### src/rtl/comms_pkg.sv
// Shared types and constants for the comms TX path: state encodings,
// framing bytes and the backoff LFSR step function.
package comms_pkg;

  typedef enum logic [3:0] {
    ST_IDLE      = 4'd0,
    ST_WAIT_IDLE = 4'd1,
    ST_DRV_ON    = 4'd2,
    ST_PREAMBLE  = 4'd3,
    ST_SFD       = 4'd4,
    ST_DATA      = 4'd5,
    ST_HOLD      = 4'd6,
    ST_BACKOFF   = 4'd7
  } tx_state_e;

  localparam logic [7:0] PREAMBLE_BYTE = 8'h55;
  localparam logic [7:0] SFD_BYTE      = 8'hD5;
  localparam logic [7:0] LFSR_SEED     = 8'hA5;
  // x^8 + x^6 + x^5 + x^4 + 1, Fibonacci form: taps on bits 7,5,4,3
  localparam logic [7:0] LFSR_TAPS     = 8'hB8;

  function automatic logic [7:0] lfsr_step(input logic [7:0] s);
    return {s[6:0], ^(s & LFSR_TAPS)};
  endfunction

endpackage

### src/rtl/comms_tx_backoff.sv
// Collision backoff helper: free-running LFSR, retry counter and slot wait
// counter. A start pulse bumps the retry count and loads a random wait of
// (LFSR[3:0] & ((1<<retry)-1)) slots; expired is high once the wait is over.
module comms_tx_backoff
  import comms_pkg::*;
#(
  parameter int SLOT_CYCLES = 256,
  parameter int RETRY_W     = 3
) (
  input  logic               clk,
  input  logic               rst,
  input  logic               clear,
  input  logic               start,
  output logic [RETRY_W-1:0] retry_cnt,
  output logic               expired
);

  // Worst case is 15 slots, so 16 slots of range is always enough.
  localparam int WAIT_W = $clog2(16 * SLOT_CYCLES);

  logic [7:0]         lfsr_q, lfsr_d;
  logic [RETRY_W-1:0] retry_q, retry_d, retry_inc;
  logic [WAIT_W-1:0]  wait_q, wait_d;
  logic [3:0]         mask;
  logic [3:0]         slots;

  // Next-state for LFSR, saturating retry counter and wait down-counter.
  always_comb begin
    lfsr_d    = lfsr_step(lfsr_q);
    retry_inc = (retry_q == '1) ? retry_q : retry_q + 1'b1;
    // Bit i of (1<<retry)-1 is set exactly when retry > i.
    for (int i = 0; i < 4; i++) begin
      mask[i] = (32'(retry_inc) > i);
    end
    slots   = lfsr_q[3:0] & mask;
    retry_d = retry_q;
    wait_d  = wait_q;
    if (clear) begin
      retry_d = '0;
    end else if (start) begin
      retry_d = retry_inc;
    end
    if (start) begin
      wait_d = WAIT_W'(slots) * WAIT_W'(SLOT_CYCLES);
    end else if (wait_q != '0) begin
      wait_d = wait_q - 1'b1;
    end
  end

  // State registers.
  always_ff @(posedge clk or posedge rst) begin
    if (rst) begin
      lfsr_q  <= LFSR_SEED;
      retry_q <= '0;
      wait_q  <= '0;
    end else begin
      lfsr_q  <= lfsr_d;
      retry_q <= retry_d;
      wait_q  <= wait_d;
    end
  end

  assign retry_cnt = retry_q;
  assign expired   = (wait_q == '0);

endmodule

### src/rtl/comms_tx_sequencer.sv
// Manchester TX frame sequencer: waits for an idle line, enables the line
// driver, sends preamble + SFD + tx_len payload bytes from the TX FIFO and
// holds the driver for a few cycles after the last byte.
// Optional feature macro: COMMS_TX_COLLISION_EN (collision retry/backoff).
//
// Encoder handshake: a byte moves when enc_valid & enc_ready are both high
// on a rising clk edge; once enc_valid is raised, it and enc_data hold until
// that transfer, except when the frame is aborted or reset.
module comms_tx_sequencer
  import comms_pkg::*;
#(
  parameter int IFG_CYCLES   = 64,
  parameter int DRV_SETUP    = 8,
  parameter int DRV_HOLD     = 8,
  parameter int PREAMBLE_LEN = 7,
  parameter int SLOT_CYCLES  = 256,
  parameter int MAX_RETRY    = 4
) (
  input  logic        clk,
  input  logic        reset,
  input  logic        tx_start,
  input  logic [10:0] tx_len,
  input  logic        line_idle,
  input  logic        collision,
  input  logic        tx_fifo_empty,
  input  logic [7:0]  tx_fifo_dout,
  output logic        tx_fifo_rd_en,
  output logic [7:0]  enc_data,
  output logic        enc_valid,
  input  logic        enc_ready,
  output logic        drvr_en,
  output logic        busy,
  output logic        tx_done,
  output logic        tx_underrun,
  output logic        tx_col_err,
  output logic [3:0]  tx_state
);

  localparam int CNT_W   = 8;
  localparam int RETRY_W = 3;

  tx_state_e   state_q, state_d;
  logic [CNT_W-1:0] cnt_q, cnt_d, cnt_inc;
  logic [10:0] byte_cnt_q, byte_cnt_d;
  logic [10:0] len_q, len_d;
  logic        aborted_q, aborted_d;
  logic        done_q, done_d;
  logic        underrun_q, underrun_d;
  logic        col_err_q, col_err_d;
  logic        xfer;

  logic        col_in;
  logic        retry_ok;
  logic        bo_expired;
  logic        bo_start;

`ifdef COMMS_TX_COLLISION_EN
  logic [RETRY_W-1:0] retry_cnt;

  comms_tx_backoff #(
    .SLOT_CYCLES(SLOT_CYCLES),
    .RETRY_W    (RETRY_W)
  ) u_backoff (
    .clk      (clk),
    .rst      (reset),
    .clear    (state_q == ST_IDLE),
    .start    (bo_start),
    .retry_cnt(retry_cnt),
    .expired  (bo_expired)
  );

  assign col_in   = collision;
  // retry_cnt is the value before this collision's increment.
  assign retry_ok = (retry_cnt < RETRY_W'(MAX_RETRY));
`else
  logic unused_col;

  assign col_in     = 1'b0;
  assign retry_ok   = 1'b0;
  assign bo_expired = 1'b1;
  assign unused_col = collision | bo_start;
`endif

  // Encoder byte mux: constant framing bytes, then FWFT FIFO head.
  always_comb begin
    enc_valid = 1'b0;
    enc_data  = 8'h00;
    case (state_q)
      ST_PREAMBLE: begin enc_valid = 1'b1;           enc_data = PREAMBLE_BYTE; end
      ST_SFD:      begin enc_valid = 1'b1;           enc_data = SFD_BYTE;      end
      ST_DATA:     begin enc_valid = ~tx_fifo_empty; enc_data = tx_fifo_dout;  end
      default:     ;
    endcase
  end

  assign xfer          = enc_valid & enc_ready;
  assign tx_fifo_rd_en = xfer & (state_q == ST_DATA);

  // Frame FSM next-state and status pulse computation.
  always_comb begin
    state_d    = state_q;
    cnt_d      = cnt_q;
    byte_cnt_d = byte_cnt_q;
    len_d      = len_q;
    aborted_d  = aborted_q;
    done_d     = 1'b0;
    underrun_d = 1'b0;
    col_err_d  = 1'b0;
    bo_start   = 1'b0;
    cnt_inc    = (cnt_q == '1) ? cnt_q : cnt_q + 1'b1;

    case (state_q)
      ST_IDLE: begin
        if (tx_start) begin
          len_d     = (tx_len == 11'd0) ? 11'd1 : tx_len;
          aborted_d = 1'b0;
          cnt_d     = '0;
          state_d   = ST_WAIT_IDLE;
        end
      end
      ST_WAIT_IDLE: begin
        if (!line_idle) begin
          cnt_d = '0;
        end else if (cnt_q == CNT_W'(IFG_CYCLES - 1)) begin
          cnt_d   = '0;
          state_d = ST_DRV_ON;
        end else begin
          cnt_d = cnt_inc;
        end
      end
      ST_DRV_ON, ST_PREAMBLE, ST_SFD: begin
        if (col_in) begin
          // Nothing popped yet, so the frame can be retried from scratch.
          bo_start = 1'b1;
          cnt_d    = '0;
          if (retry_ok) begin
            state_d = ST_BACKOFF;
          end else begin
            col_err_d = 1'b1;
            state_d   = ST_IDLE;
          end
        end else if (state_q == ST_DRV_ON) begin
          if (cnt_q == CNT_W'(DRV_SETUP - 1)) begin
            cnt_d   = '0;
            state_d = ST_PREAMBLE;
          end else begin
            cnt_d = cnt_inc;
          end
        end else if (xfer) begin
          if (state_q == ST_SFD) begin
            byte_cnt_d = '0;
            state_d    = ST_DATA;
          end else if (cnt_q == CNT_W'(PREAMBLE_LEN - 1)) begin
            cnt_d   = '0;
            state_d = ST_SFD;
          end else begin
            cnt_d = cnt_inc;
          end
        end
      end
      ST_DATA: begin
        if (col_in) begin
          // Payload already left the FIFO: abort without retry.
          col_err_d = 1'b1;
          aborted_d = 1'b1;
          cnt_d     = '0;
          state_d   = ST_HOLD;
        end else if (tx_fifo_empty) begin
          underrun_d = 1'b1;
          aborted_d  = 1'b1;
          cnt_d      = '0;
          state_d    = ST_HOLD;
        end else if (xfer) begin
          if (byte_cnt_q == len_q - 11'd1) begin
            cnt_d   = '0;
            state_d = ST_HOLD;
          end else begin
            byte_cnt_d = byte_cnt_q + 11'd1;
          end
        end
      end
      ST_HOLD: begin
        if (cnt_q == CNT_W'(DRV_HOLD - 1)) begin
          cnt_d   = '0;
          done_d  = ~aborted_q;
          state_d = ST_IDLE;
        end else begin
          cnt_d = cnt_inc;
        end
      end
      ST_BACKOFF: begin
        if (bo_expired) begin
          cnt_d   = '0;
          state_d = ST_WAIT_IDLE;
        end
      end
      default: state_d = ST_IDLE;
    endcase
  end

  // FSM and status registers.
  always_ff @(posedge clk or posedge reset) begin
    if (reset) begin
      state_q    <= ST_IDLE;
      cnt_q      <= '0;
      byte_cnt_q <= '0;
      len_q      <= '0;
      aborted_q  <= 1'b0;
      done_q     <= 1'b0;
      underrun_q <= 1'b0;
      col_err_q  <= 1'b0;
    end else begin
      state_q    <= state_d;
      cnt_q      <= cnt_d;
      byte_cnt_q <= byte_cnt_d;
      len_q      <= len_d;
      aborted_q  <= aborted_d;
      done_q     <= done_d;
      underrun_q <= underrun_d;
      col_err_q  <= col_err_d;
    end
  end

  assign drvr_en     = (state_q == ST_DRV_ON) || (state_q == ST_PREAMBLE) ||
                       (state_q == ST_SFD)    || (state_q == ST_DATA)     ||
                       (state_q == ST_HOLD);
  assign busy        = (state_q != ST_IDLE);
  assign tx_done     = done_q;
  assign tx_underrun = underrun_q;
  assign tx_col_err  = col_err_q;
  assign tx_state    = state_q;

endmodule

### config.mk
export PLATFORM = sky130hd
export DESIGN_NAME = comms_tx_sequencer
export DESIGN_NICKNAME = d
export VERILOG_FILES = /design/src/rtl/comms_pkg.sv /design/src/rtl/comms_tx_backoff.sv /design/src/rtl/comms_tx_sequencer.sv
export SDC_FILE = /design/constraint.sdc
export NUM_CORES = 1
export LEC_CHECK = 0
export CAP_MARGIN = 10
export CORE_AREA = 2 2 70 88
export CTS_CLUSTER_DIAMETER = 80
export DETAILED_ROUTE_END_ITERATION = 12
export DIE_AREA = 0 0 72 90
export HOLD_SLACK_MARGIN = 0.1
export PLACE_DENSITY = 0.69
export SETUP_SLACK_MARGIN = 0.05
export SLEW_MARGIN = 20
export SYNTH_ARGS = -nofsm -noshare
export SYNTH_HDL_FRONTEND = slang
export SYNTH_HIERARCHICAL = 1
export SYNTH_SLANG_ARGS = --single-unit
### constraint.sdc
create_clock -name clk -period 2.6 [get_ports clk]
set_input_delay 0.52 -clock clk [delete_from_list [all_inputs] [get_ports clk]]
set_output_delay 0.52 -clock clk [all_outputs]
set_load 0.01 [all_outputs]
==> results.toml <==
[run_status]
status = "completed"

[timing]
worst-slew-pin-transition_ns = 0.5248
post-route-min-period_ns = 2.390
finalCritPeriodShare_pct = 91.93
maxSlewHeadroom_pct = 64.52
rsz0062_at_grt = "no"
skew_ns = 0.002954
tns_ns = 0
hold_viol = 0
fmax_mhz = 418.4
setup_viol = 0
finalMaxSlewViolations = 0

[power_and_ir_drop]
power.total_uw = 3391
peakVddDrop_uv = 603.0
power_density_nw_per_um2 = 1052
power.leakage_uw = 0.001359

[clocking]
numCtsBuffers = 5
cts_sinks = 36
clk_pin_slew_worst_paths_ns = 0.08
cts_tree = "done"
cts_root_buffer = "clkbuf_8"
htree_num_levels = 2
cts_max_path_buffers = 2
worstSkewPairLatency_ns = 0.29

[synth]
synthesis.area_um2 = 2471
yosysTopAreaCellShare_pct = 36.46
ys_warn_count = 6
synth_top_area_cell = "dfrtp_1"
synth_adder_area_share_pct = 2.025
ys_types = 55
syn_avg_cell_area_um2 = 8.794
synth_edf_count = 0
ys.flop_type = "dfrtp_1"
ys_seq_area_share_pct = 36.46
yosys-top-cells-area = "dfrtp_1, nand2_1, mux2_2, a21oi_2, o21ai_0"
muxShareOfSynthArea_pct = 5.367
syn_inst = 281
synthXorXnorAreaFrac_pct = 4.253
synth-compound-area-share_pct = 20.71
yosys.area_share.simple_pct = 25.97
synth-async-reset-ratio_pct = 100.0
synth_top_family_by_area = "simple AND/OR/NAND/NOR gates"
ys_ff_latch = 36

[floorplan]
fp.coreArea_um2 = 5702
std_cell_rows = 31
initial_utilization_pct = 43.34
ios = 45
dieArea_um2 = 6480
die_w_um = 72
die_h_um = 90

[cells_and_area]
multi_input_area_um2 = 1510
fin_nets = 365
area_growth_pct = 30.43
seqCellArea_um2 = 903.4
antenna_cells = 0
final_cells = 402
filler_cell_count = 519
drive_above_1_share_pct = 19.35

[critical_path]
rr_worst_depth = 9
arrival_ns = 2.57
r2r_slack_ns = 0.21
r2r-start = "len_q[1]"
r2r-end = "cnt_q[1]"
startpoint_type = "register"
endpoint_kind = "register"
timing_worst_setup_path_type = "register to register"
path_max_fanout = 5
crit_required_ns = 2.78

[detailed_routing]
first_iter_violations = 127
postRouteWirelength_um = 5883
drc = 0
first_pass_iters = 5
route.vias.total = 2288
wire_per_inst_um = 14.63
routed_via_density = 5.692
drtAntennaViolNets = 0

[worst_hold_path]
min_path_cells = 1
hp-start = "aborted_q"
holdPathEnd = "tx_done"
min_path_type = "register to register"

[grt]
grt_pass1_wl_um = 10150
grtUsageTotal_pct = 19.31
grt_pass1_vias = 2213
antenna_found_initial = 0
grt_max_degree = 37
overflow = 0

[placement]
dp_hpwl_um = 4341
gp_congestion = 0.8069
port_buffers = 41
dp.cells = 394

[flow_run]
maxCapViolCount = 0
==> state kept, by name, indices dropped and copies added, names as in the netlist <==
register	count
byte_cnt_q	11
len_q	11
cnt_q	8
tx_state	3
aborted_q	1
tx_done	1
tx_underrun	1
==> stage by stage <==
stage / setup slack (ns) / cell area [um2] / util (%) / hold WS [ns]
after global placement: 0.06693 / 3042 / 53.35 / 0.4565
final: 0.2097 / 3223 / 56.53 / 0.4665
after global routing: 0.04625 / 3223 / 56.53 / 0.4998
after CTS: 0.05046 / 3158 / 55.39 / 0.4731
after floorplan: 0.3227 / 2475 / - / 0.4092
after detailed placement: 0.05167 / 3042 / 53.35 / 0.4580
==> layer usage <==
layer / vias up / track usage [%] / share of wire (%)
met1: 1104 / 24.56 / 43
met4: 0 / 6.761 / 1.7
met3: 11 / 4.036 / 2.5
met5: - / 0 / 0
li1: 1133 / - / -
met2: 40 / 32.02 / 53
==> placed cells by master, fill, tap and decap left out, types with 3 or more instances in the layout <==
master           Yosys  final
clkdlybuf4s50_1      0     40
dfrtp_1             36     34
nand2_1             34     33
buf_4                3     19
o21ai_0             17     17
nand3_1             15     14
and3_1              13     13
inv_1               13     12
mux2_2              10     10
a21oi_2             10     10
nor2_1               9      9
or3_1                8      8
nor2b_1              8      8
xnor2_1              8      8
a21oi_1              8      8
o21ai_1              6      6
or4_1                5      5
clkbuf_8             0      5
xor2_1               4      4
nand4_1              4      4
o211ai_1             4      4
ha_1                 4      4
nand2b_1             3      3
nor4_1               4      3
a32o_1               3      3
==> cells in the mapped netlist (2+ instances only) <==
cell type  number
mux2_2         10
a32o_1          3
a31oi_1         3
o22ai_1         2
a31o_1          2
o211ai_1        4
nor2_1          9
buf_4           3
o22a_1          2
xor2_1          4
a311oi_1        2
or3_1           8
ha_1            4
a21oi_1         8
clkbuf_1       10
inv_1          13
dfrtp_1        36
nor4_1          4
xnor2_1         8
and3_1         13
or4_1           5
o21ai_0        17
nor3b_1         2
nor3_2          2
nand2b_1        3
o21ai_1         6
nand3_1        15
a21oi_2        10
nand4_1         4
nand3b_1        2
nand2_1        34
mux2i_1         2
nor2b_1         8
o31ai_1         2
==> power by group <==
group	switching [uW]	internal [uW]
logic	978	952
clock network	218	284
registers	232	727
total	1430	1960
==> cell families (layout without fill, tap and decap cells) <==
group / count (synthesis) / after routing
AO/OA/AOI/OAI: 71 / 71
multiplexers: 12 / 12
other: 1 / 2
XOR/XNOR: 12 / 12
flip-flops: 36 / 36
buffers and inverters: 28 / 82
AND/OR/NAND/NOR: 117 / 117
adder cells (fa/ha/maj): 4 / 4
==> worst max-delay path, stage by stage (launching register included) <==
cell	delay, ns
dfrtp_1	0.36
inv_1	0.06
ha_1	0.23
nor2b_1	0.16
or3_1	0.36
a31oi_2	0.24
nand4_4	0.17
o31ai_4	0.32
a21boi_1	0.25
o22ai_1	0.11
==> layout make-up <==
cell class	count	share of cell area, %
Clock buffer	5	2.135
Sequential cell	36	28.03
Inverter	13	1.514
Clock inverter	3	1.320
Multi-Input combinational cell	218	46.86
Timing Repair Buffer	61	17.59
Tap cell	66	2.562
==> worst max-delay path by stage <==
stage                  start  cells after the start            end  slack [ns]
3_5_place_dp        len_q[1]                      9    tx_state[0]        0.05
5_1_grt             len_q[1]                     10  byte_cnt_q[4]        0.05
3_3_place_gp        len_q[1]                      9    tx_state[0]        0.07
4_1_cts        tx_fifo_empty                      6  tx_fifo_rd_en        0.05
2_1_floorplan       cnt_q[1]                      8    tx_state[0]        0.32
6_report            len_q[1]                      9       cnt_q[1]        0.21
==> timing repair <==
item                       CTS  global route
setup endpoints to repair    2            29
resized for setup            1            14
hold buffers                 0             0
setup buffers                0             0
pin swaps                    0             3
gates cloned                 0             0
Power figures use the tool's default switching activity.
